**src/rtl/seq_alu_pkg.sv**
```systemverilog
// Shared definitions for the sequential ALU: op encodings, FSM states, counter sizing.
// Signed arithmetic is compiled in only when ALU_SIGNED_EN is defined.
package seq_alu_pkg;

    localparam logic [1:0] OP_ADD = 2'b00;
    localparam logic [1:0] OP_SUB = 2'b01;
    localparam logic [1:0] OP_MUL = 2'b10;
    localparam logic [1:0] OP_DIV = 2'b11;

    typedef enum logic [1:0] {
        IDLE,
        RUN,
        FIN
    } state_t;

    function automatic int cnt_bits(input int width);
        return $clog2(width + 1);
    endfunction

endpackage

```
**src/rtl/seq_alu_if.sv**
```systemverilog
// Request/result bundle of the sequential ALU; the sgn field exists only with ALU_SIGNED_EN.
interface seq_alu_if #(parameter int w = 8);

    logic [w-1:0]   x;
    logic [w-1:0]   y;
    logic [1:0]     op;
    logic           start;
`ifdef ALU_SIGNED_EN
    logic           sgn;
`endif
    logic [2*w-1:0] z;
    logic           done;
    logic           busy;
    logic           dz;

    modport master (
        output x, y, op, start,
`ifdef ALU_SIGNED_EN
        output sgn,
`endif
        input  z, done, busy, dz
    );

    modport slave (
        input  x, y, op, start,
`ifdef ALU_SIGNED_EN
        input  sgn,
`endif
        output z, done, busy, dz
    );

endinterface

```
**src/rtl/seq_alu_muldiv.sv**
```systemverilog
// Iterative unsigned datapath: one shift-add (mul) or restoring-subtract (div) step per enable.
// {hi, lo} holds the product, or remainder (hi) and quotient (lo) once all steps are done.
module alu_muldiv
    import seq_alu_pkg::*;
#(
    parameter int w = 8
) (
    input  logic         clk,
    input  logic         rst,
    input  logic         load,
    input  logic         step,
    input  logic         is_div,
    input  logic [w-1:0] a,
    input  logic [w-1:0] b,
    output logic [w-1:0] hi,
    output logic [w-1:0] lo
);

    logic [w-1:0] b_r;
    logic [w:0]   sum;
    logic [w:0]   shifted;
    logic [w:0]   diff;
    logic         ge;

    assign sum     = {1'b0, hi} + (lo[0] ? {1'b0, b_r} : '0);
    assign shifted = {hi, lo[w-1]};
    assign diff    = shifted - {1'b0, b_r};
    // The partial remainder stays below 2*b, so a set top bit means the trial subtract borrowed.
    assign ge      = ~diff[w];

    always_ff @(posedge clk or posedge rst) begin
        if (rst) begin
            hi  <= '0;
            lo  <= '0;
            b_r <= '0;
        end else if (load) begin
            hi  <= '0;
            lo  <= a;
            b_r <= b;
        end else if (step) begin
            if (is_div) begin
                hi <= ge ? diff[w-1:0] : shifted[w-1:0];
                lo <= {lo[w-2:0], ge};
            end else begin
                hi <= sum[w:1];
                lo <= {sum[0], lo[w-1:1]};
            end
        end
    end

endmodule

```
**src/rtl/seq_alu.sv**
```systemverilog
// Multi-cycle ALU top: FSM, iteration counter, sign handling and result registers.
// Define ALU_SIGNED_EN to add the sgn input and two's-complement arithmetic.
module seq_alu
    import seq_alu_pkg::*;
#(
    parameter int w = 8
) (
    input  logic     clk,
    input  logic     rst,
    seq_alu_if.slave bus
);

    localparam int CW = cnt_bits(w);

    state_t         state;
    state_t         state_nxt;
    logic [CW-1:0]  cnt;
    logic           load;
    logic           step;
    logic           fin;
    logic           fast_wr;
    logic           fast_dz;
    logic [2*w-1:0] fast_z;
    logic [2*w-1:0] fin_z;
    logic           is_div;
    logic           neg_q;
    logic           neg_r;
    logic           sgn_in;
    logic           x_neg;
    logic           y_neg;
    logic [w-1:0]   x_mag;
    logic [w-1:0]   y_mag;
    logic [w-1:0]   hi;
    logic [w-1:0]   lo;
    logic [w-1:0]   q_out;
    logic [w-1:0]   r_out;
    logic [2*w-1:0] x_ext;
    logic [2*w-1:0] y_ext;
    logic [2*w-1:0] prod;

`ifdef ALU_SIGNED_EN
    assign sgn_in = bus.sgn;
`else
    assign sgn_in = 1'b0;
`endif

    assign x_neg = sgn_in & bus.x[w-1];
    assign y_neg = sgn_in & bus.y[w-1];
    assign x_mag = x_neg ? -bus.x : bus.x;
    assign y_mag = y_neg ? -bus.y : bus.y;
    assign x_ext = {{w{x_neg}}, bus.x};
    assign y_ext = {{w{y_neg}}, bus.y};

    alu_muldiv #(.w(w)) u_muldiv (
        .clk    (clk),
        .rst    (rst),
        .load   (load),
        .step   (step),
        .is_div (is_div),
        .a      (x_mag),
        .b      (y_mag),
        .hi     (hi),
        .lo     (lo)
    );

    always_ff @(posedge clk or posedge rst) begin
        if (rst) state <= IDLE;
        else     state <= state_nxt;
    end

    always_comb begin
        state_nxt = state;
        load      = 1'b0;
        step      = 1'b0;
        fin       = 1'b0;
        fast_wr   = 1'b0;
        fast_dz   = 1'b0;
        fast_z    = '0;
        case (state)
            IDLE: begin
                if (bus.start) begin
                    case (bus.op)
                        OP_ADD: begin
                            fast_wr = 1'b1;
                            fast_z  = x_ext + y_ext;
                        end
                        OP_SUB: begin
                            fast_wr = 1'b1;
                            fast_z  = x_ext - y_ext;
                        end
                        OP_MUL: begin
                            load      = 1'b1;
                            state_nxt = RUN;
                        end
                        default: begin
                            if (bus.y == '0) begin
                                fast_wr = 1'b1;
                                fast_dz = 1'b1;
                                fast_z  = {bus.x, {w{1'b1}}};
                            end else begin
                                load      = 1'b1;
                                state_nxt = RUN;
                            end
                        end
                    endcase
                end
            end
            RUN: begin
                step = 1'b1;
                if (cnt == CW'(w - 1)) state_nxt = FIN;
            end
            FIN: begin
                fin       = 1'b1;
                state_nxt = IDLE;
            end
            default: state_nxt = IDLE;
        endcase
    end

    // Result signs are captured at launch because the operands may change during RUN.
    always_ff @(posedge clk or posedge rst) begin
        if (rst) begin
            cnt    <= '0;
            is_div <= 1'b0;
            neg_q  <= 1'b0;
            neg_r  <= 1'b0;
        end else if (load) begin
            cnt    <= '0;
            is_div <= (bus.op == OP_DIV);
            neg_q  <= x_neg ^ y_neg;
            neg_r  <= x_neg;
        end else if (step) begin
            cnt <= cnt + 1'b1;
        end
    end

    assign prod  = {hi, lo};
    assign q_out = neg_q ? -lo : lo;
    assign r_out = neg_r ? -hi : hi;
    assign fin_z = is_div ? {r_out, q_out} : (neg_q ? -prod : prod);

    always_ff @(posedge clk or posedge rst) begin
        if (rst) begin
            bus.z    <= '0;
            bus.done <= 1'b0;
            bus.dz   <= 1'b0;
        end else begin
            bus.done <= fast_wr | fin;
            if (fast_wr) begin
                bus.z  <= fast_z;
                bus.dz <= fast_dz;
            end else if (fin) begin
                bus.z  <= fin_z;
                bus.dz <= 1'b0;
            end
        end
    end

    assign bus.busy = (state != IDLE);

endmodule
```
**src/flat_wrapper.sv**
```systemverilog
// flat-port wrapper written by rule: the top's interface ports become plain ports
module seq_alu_flat import seq_alu_pkg::*;
#(
    parameter int w = 8
)
  (clk, rst, bus_x, bus_y, bus_op, bus_start, bus_z, bus_done, bus_busy, bus_dz);
  seq_alu_if #(.w(w)) bus_i ();
  input  logic clk;
  input  logic rst;
  input wire logic [$bits(bus_i.x)-1:0] bus_x;
  input wire logic [$bits(bus_i.y)-1:0] bus_y;
  input wire logic [$bits(bus_i.op)-1:0] bus_op;
  input wire logic [$bits(bus_i.start)-1:0] bus_start;
  output wire logic [$bits(bus_i.z)-1:0] bus_z;
  output wire logic [$bits(bus_i.done)-1:0] bus_done;
  output wire logic [$bits(bus_i.busy)-1:0] bus_busy;
  output wire logic [$bits(bus_i.dz)-1:0] bus_dz;
  assign bus_i.x = bus_x;
  assign bus_i.y = bus_y;
  assign bus_i.op = bus_op;
  assign bus_i.start = bus_start;
  assign bus_z = bus_i.z;
  assign bus_done = bus_i.done;
  assign bus_busy = bus_i.busy;
  assign bus_dz = bus_i.dz;
  seq_alu #(.w(w)) u_core (.clk(clk), .rst(rst), .bus(bus_i));
endmodule
```
**config.mk**
```make
export PLATFORM = sky130hd
export DESIGN_NAME = seq_alu_flat
export DESIGN_NICKNAME = d
export VERILOG_FILES = /design/src/rtl/seq_alu_pkg.sv /design/src/rtl/seq_alu_if.sv /design/src/rtl/seq_alu_muldiv.sv /design/src/rtl/seq_alu.sv /design/src/flat_wrapper.sv
export SDC_FILE = /design/constraint.sdc
export NUM_CORES = 1
export LEC_CHECK = 0
export ABC_CLOCK_PERIOD_IN_PS = 4300
export CORE_MARGIN = 1.5
export CORE_UTILIZATION = 55
export DETAILED_ROUTE_END_ITERATION = 8
export MAX_ROUTING_LAYER = met4
export PLACE_DENSITY = 0.8
export SETUP_SLACK_MARGIN = 0.5
export SLEW_MARGIN = 15
export SYNTH_ARGS = -nofsm -noshare
export SYNTH_HDL_FRONTEND = slang
export SYNTH_SLANG_ARGS = --single-unit
```
**constraint.sdc**
```tcl
create_clock -name clk -period 4.3 [get_ports clk]
set_input_delay 1.29 -clock clk [delete_from_list [all_inputs] [get_ports clk]]
set_output_delay 1.29 -clock clk [all_outputs]
set_load 0.005 [all_outputs]
```
## Word level (Yosys, flattened, before mapping)

Cells that the tools add are included.

- Register bits: 49
- Input bits: 21
- Output and inout bits: 19
- Logic and storage cells: 71

- Add/sub/neg operators: 5
- Equal/unequal tests: 10
- Muxes and demuxes: 36
- Bitwise logic cells: 2
- Reduce and logical (&&, ||, !) cells: 9

Operators by type and width:

| operator | count |
|---|---|
| two-way mux 16 bit | 5 |
| two-way mux 8 bit | 8 |
| case mux 16 bit (3 select lines) | 1 |
| two-way mux 1 bit | 13 |
| adder 8 x 8 -> 9 bit | 1 |
| adder 8 x 9 -> 9 bit | 1 |
| subtractor 8 x 8 -> 9 bit | 1 |
| subtractor 9 x 8 -> 9 bit | 1 |
| logical NOT 8 bit | 1 |
| two-way mux 4 bit | 2 |
| case mux 2 bit (2 select lines) | 2 |
| == test 2 bit, second input constant | 3 |
| two-way mux 2 bit | 3 |
| nonzero test 2 bit | 3 |
| adder 4 x 1 -> 4 bit, second input constant | 1 |
| == test 2 x 1 -> 1 bit, second input constant | 2 |
| == test 4 x 3 -> 1 bit, second input constant | 1 |
| logical NOT 2 bit | 2 |
| != test 2 bit, second input constant | 2 |
| case mux 1 bit (2 select lines) | 2 |
| AND reduction 4 bit | 1 |
| != test 3 bit, second input constant | 1 |
| OR reduction 3 bit | 1 |
| != test 2 x 1 -> 1 bit, second input constant | 1 |
| other kinds (3) | 3 |

## Logic depth before layout (Yosys ltp)

- Word-level depth: 6
- Gate-level depth with buffers: 11
- Depth with buffers taken out: 10

## Cells and area by module

A second synthesis with hierarchy kept.

- Cells, all modules: 446
- Area total of the unflattened synthesis: 3877.5 um^2

Modules (own cells, without submodules):

| module | instances | cells an instance | area an instance (um^2) |
|---|---|---|---|
| seq_alu | 1 | 225 | 1959.4 |
| alu_muldiv | 1 | 221 | 1918.1 |

## Worst setup path before layout

No wires, ideal clock.

- Kind: input to register
- From: in bus_y[4]
- To: reg u_core.u_muldiv.lo[2]
- Setup time: 0.126 ns
- Data arrival time: 2.948 ns
- Data required time: 4.174 ns
- Path slack: 1.226 ns
- Stages: 6
- Path buffers: 2
- Cells stage by stage: or4_4 > or3_4 > and2_4 > buf_6 > buf_6 > a221o_1

- Longest elaborated chain between the ends: 6

RTL lines:

| what | RTL line | text |
|---|---|---|
| start, declared | flat_wrapper.sv:11 | `input wire logic [$bits(bus_i.y)-1:0] bus_y;` |
| logical NOT 8 bit * | seq_alu.sv:96 | `if (bus.y == '0) begin` |
| two-way mux 1 bit * | seq_alu.sv:96 |  |
| case mux 1 bit (2 select lines) * | seq_alu.sv:82 | `case (bus.op)` |
| two-way mux 1 bit * | seq_alu.sv:81 | `if (bus.start) begin` |
| two-way mux 1 bit * | seq_alu.sv:79 | `case (state)` |
| two-way mux 8 bit / nonzero test 2 bit (equally long branches) | -- |  |
| end signal, assigned | seq_alu_muldiv.sv:43 | `lo <= {lo[w-2:0], ge};` |
| end signal, assigned | seq_alu_muldiv.sv:46 | `lo <= {sum[0], lo[w-1:1]};` |
| end, declared | seq_alu_muldiv.sv:16 | `output logic [w-1:0] lo` |

Every way passes the cells marked *; elsewhere a longest branch is shown, timed or not.
A chain may end at the register's enable or synchronous reset.

## Worst setup path in the final report

- From: in bus_x[0]
- To: reg u_core.bus.z[15]

- Longest elaborated chain between the ends: 5

RTL lines:

| what | RTL line | text |
|---|---|---|
| start, declared | flat_wrapper.sv:10 | `input wire logic [$bits(bus_i.x)-1:0] bus_x;` |
| subtractor 8 x 8 -> 9 bit | seq_alu.sv:89 | `fast_z = x_ext - y_ext;` |
| case mux 16 bit (3 select lines) | seq_alu.sv:82 |  |
| two-way mux 16 bit | seq_alu.sv:81 |  |
| two-way mux 16 bit | seq_alu.sv:79 |  |
| two-way mux 16 bit | seq_alu.sv:149 | `if (fast_wr) begin` |
| end signal, assigned | seq_alu.sv:150 | `bus.z <= fast_z;` |
| end signal, assigned | seq_alu.sv:153 | `bus.z <= fin_z;` |
| end, declared | seq_alu_if.sv:29 | `output z, done, busy, dz` |

No other way between the ends.

==> impl_metrics.yaml <==
status:
  status: "finished clean"
placement:
  gp_congestion: 0.977
  port_buffers: 39
  dp_hpwl_um: 7790
setup_path:
  cp.arrival_ns: 3.83
  critPathLaunch: "bus_x[0]"
  startpoint_type: "primary input"
  endpoint_kind: "register"
  worstPathMaxFanout: 7
  critPathRequiredTime_ns: 4.47
  worstReg2RegStart: "u_core.u_muldiv.lo[7]$_DFFE_PP0P_"
  crit_type: "in2reg"
timing:
  fin_setup_tns_ns: 0
  rsz0062_at_grt: "false"
  hold_viol_final: 0
  tightestPinTransition_ns: 1.07
  post-route-period-util: 0.852
  timing.fmax_ghz: 0.273
  finalClockSkew_ns: 0.00429
  setup_violations: 0
  slew_violations: 0
  relSlewSlack: 0.283
  period_needed_ns: 3.66
yosys:
  synth_edf_count: 0
  async_reset_ff_frac: 1.00
  synth-seq-cells: 49
  netlist_area_sq_um: 3800
  synth-main-ff-cell: "dfrtp_1"
  ys_seq_area_frac: 0.323
  synth_cells: 428
  synth_cell_types: 64
  synth_largest_area_cell: "dfrtp_1"
  syn_nets: 487
  yosysWarningCount: 0
  synth_commonest_cells: "49 x dfrtp_1, 36 x nand2_1, 35 x o21ai_0"
  synth.most_common_cell: "dfrtp_1"
  syn_avg_cell_area_sq_um: 8.88
  synth.top_cell.area_share: 0.323
  synth_area_leaders: "dfrtp_1 32%, ha_1 11%, mux2i_1 5.3%"
grt:
  grt_pass1_vias: 3310
  grt_start_max_net_pins: 50
  met2_usage: 0.456
  grt_use_total: 0.305
  grt_pass1_wl_um: 17000
  gr-total-overflow: 0
  grt_use_met1: 0.421
  grt_busiest_layer: "met2"
  grt_antenna_before_repair: 0
  met3_usage: 0.0587
clock_network:
  cts_buffers: 5
  post_cts_buffers: 0
  ctsHoldBuffers: 0
  clk_pin_slew_ns: 0.09
  clock_path_buffers: 2
  clk_latency_ns: 0.31
  ctsHtreeMaxLevel: 2
  clock-root-buffer: "clkbuf_8"
  clock_sinks: 49
  cts_tree: "built"
cells_and_area:
  utilization: 0.645
  nets: 521
  fill_cells: 567
  drive_gt1_frac: 0.0626
  syn2layout_area_growth_pct: 14.0
  diodes: 0
floorplanning:
  fp.dieH_um: 86.1
  std_cell_rows: 30
  core_area_sq_um: 6720
  io_pins: 40
  design.die.area_sq_um: 7420
  die_w_um: 86.1
  initial_utilization: 0.566
drt:
  drtPass1Iterations: 5
  drtAntennaViolNets: 0
  drt_iter0_markers: 328
  route.detailed.drc: 0
  wl_per_cell_um: 19.2
  vias: 3557
  wl_um: 10400
  avgViaCountPerCell: 6.55
power:
  leakage_nw: 1.98
  pwr-share-seq: 0.309
  combPwrFrac: 0.597
  netSwitchingFraction: 0.454
  peakVddDrop_v: 0.000365
  powerDensity_nw_per_um2: 693
  p_int_mw: 1.64
  p_clk_frac: 0.094
  p_sw_mw: 1.36
run:
  maxCapViolCount: 0
worst_hold_path:
  hold_class: "reg2reg"
  min_from: "u_core.cnt[3]$_DFFE_PP0P_"
-- final cells by class --
class                           count  area [sq um]  share of cell area
Clock buffer                        6          72.6              0.0167
Clock inverter                      2          15.0             0.00347
Inverter                           32           120              0.0277
Multi-Input combinational cell    329          2360               0.545
Sequential cell                    49          1230               0.283
Tap cell                           80           100              0.0231
Timing Repair Buffer               45           435               0.100
-- path summary, 6_finish.rpt --
| check | slack, ns | endpoint | depth (start not counted) |
|---|---|---|---|
| max in group asynchronous | 2.10 | u_core.u_muldiv.b_r[2]$_DFFE_PP0P_ | 2 |
| hold / removal | 0.48 | u_core.state[1]$_DFFE_PP0P_ | 1 |
| setup / recovery | 0.64 | u_core.bus.z[15]$_DFFE_PP0P_ | 10 |
| setup reg to reg | 1.14 | u_core.u_muldiv.hi[0]$_DFFE_PP0P_ | 10 |
| min in group asynchronous | 1.55 | u_core.bus.dz$_DFFE_PP0P_ | 2 |
| hold reg to reg | 0.48 | u_core.state[1]$_DFFE_PP0P_ | 1 |
-- flip-flops by register name (all words and copies together), names as in the netlist --
name                 count
u_core.u_muldiv.lo       8
u_core.is_div            1
u_core.bus.dz            1
u_core.state             2
u_core.u_muldiv.hi       8
u_core.bus.z            16
u_core.cnt               4
u_core.u_muldiv.b_r      8
u_core.bus.done          1
-- power groups by stage --
stage	Sequential [mW]	Clock, mW	Combinational (mW)
after floorplan	0.819	0	1.33
after global placement	0.913	0	1.71
after detailed placement	0.927	0	1.77
after CTS	0.920	0.283	1.78
after global routing	0.956	0.303	1.99
final	0.928	0.282	1.79
-- cells in the final DEF (no fill, tap or decap), types with 5 or more instances in the layout --
cell type	n
o22ai_1	9
a221o_1	8
o21ai_0	35
buf_4	6
a32oi_1	5
dfrtp_1	49
o31ai_1	5
clkbuf_8	5
nor2_1	23
a31oi_1	8
and2_1	8
ha_1	34
nor3_1	11
nor2b_1	9
a21o_1	8
nand2_1	36
inv_1	31
xnor2_1	5
a21oi_1	27
clkdlybuf4s50_1	39
nand3_1	6
mux2i_1	20
-- through the flow --
stage / std cells / power (mW) / area (sq um) / setup WS, ns / hold WS [ns]
6_report: 543 / 3.00 / 4330 / 0.637 / 0.482
5_1_grt: 543 / 3.25 / 4330 / 0.516 / 0.501
4_1_cts: 543 / 2.98 / 4330 / 0.670 / 0.484
3_5_place_dp: 535 / 2.69 / 4240 / 0.356 / 0.468
3_3_place_gp: 535 / 2.62 / 4240 / 0.455 / 0.459
2_1_floorplan: 428 / 2.15 / 3800 / 1.23 / 0.436
-- routing by layer --
layer	share of wire	vias to the layer above	wire, um
li1	-	1646	-
met1	0.43	1721	4520
met2	0.46	169	4850
met3	0.084	21	873
met4	0.019	0	196
met5	0	-	0
-- repair_timing --
item,4_1_cts,5_1_grt
endpoints found under the hold margin,0,0
gates resized for setup,0,1
endpoints found under the setup margin,0,1
-- cells by family after synthesis --
| group | Yosys count | synth area share |
|---|---|---|
| flip-flops | 49 | 0.323 |
| AO/OA/AOI/OAI | 141 | 0.249 |
| multiplexers | 22 | 0.0586 |
| AND/OR/NAND/NOR | 120 | 0.163 |
| buffers and inverters | 50 | 0.0556 |
| XOR/XNOR | 8 | 0.0184 |
| adder cells (fa/ha/maj) | 38 | 0.133 |
-- critical path, cell delays in order --
cell             delay (ns)
clkdlybuf4s50_1        0.50
inv_1                  0.09
ha_1                   0.20
fa_1                   0.39
nor2b_1                0.12
o21ai_0                0.11
a211oi_1               0.35
nor3_1                 0.12
o21ai_1                0.48
o22ai_1                0.19
(Power assumes the default switching activity.)
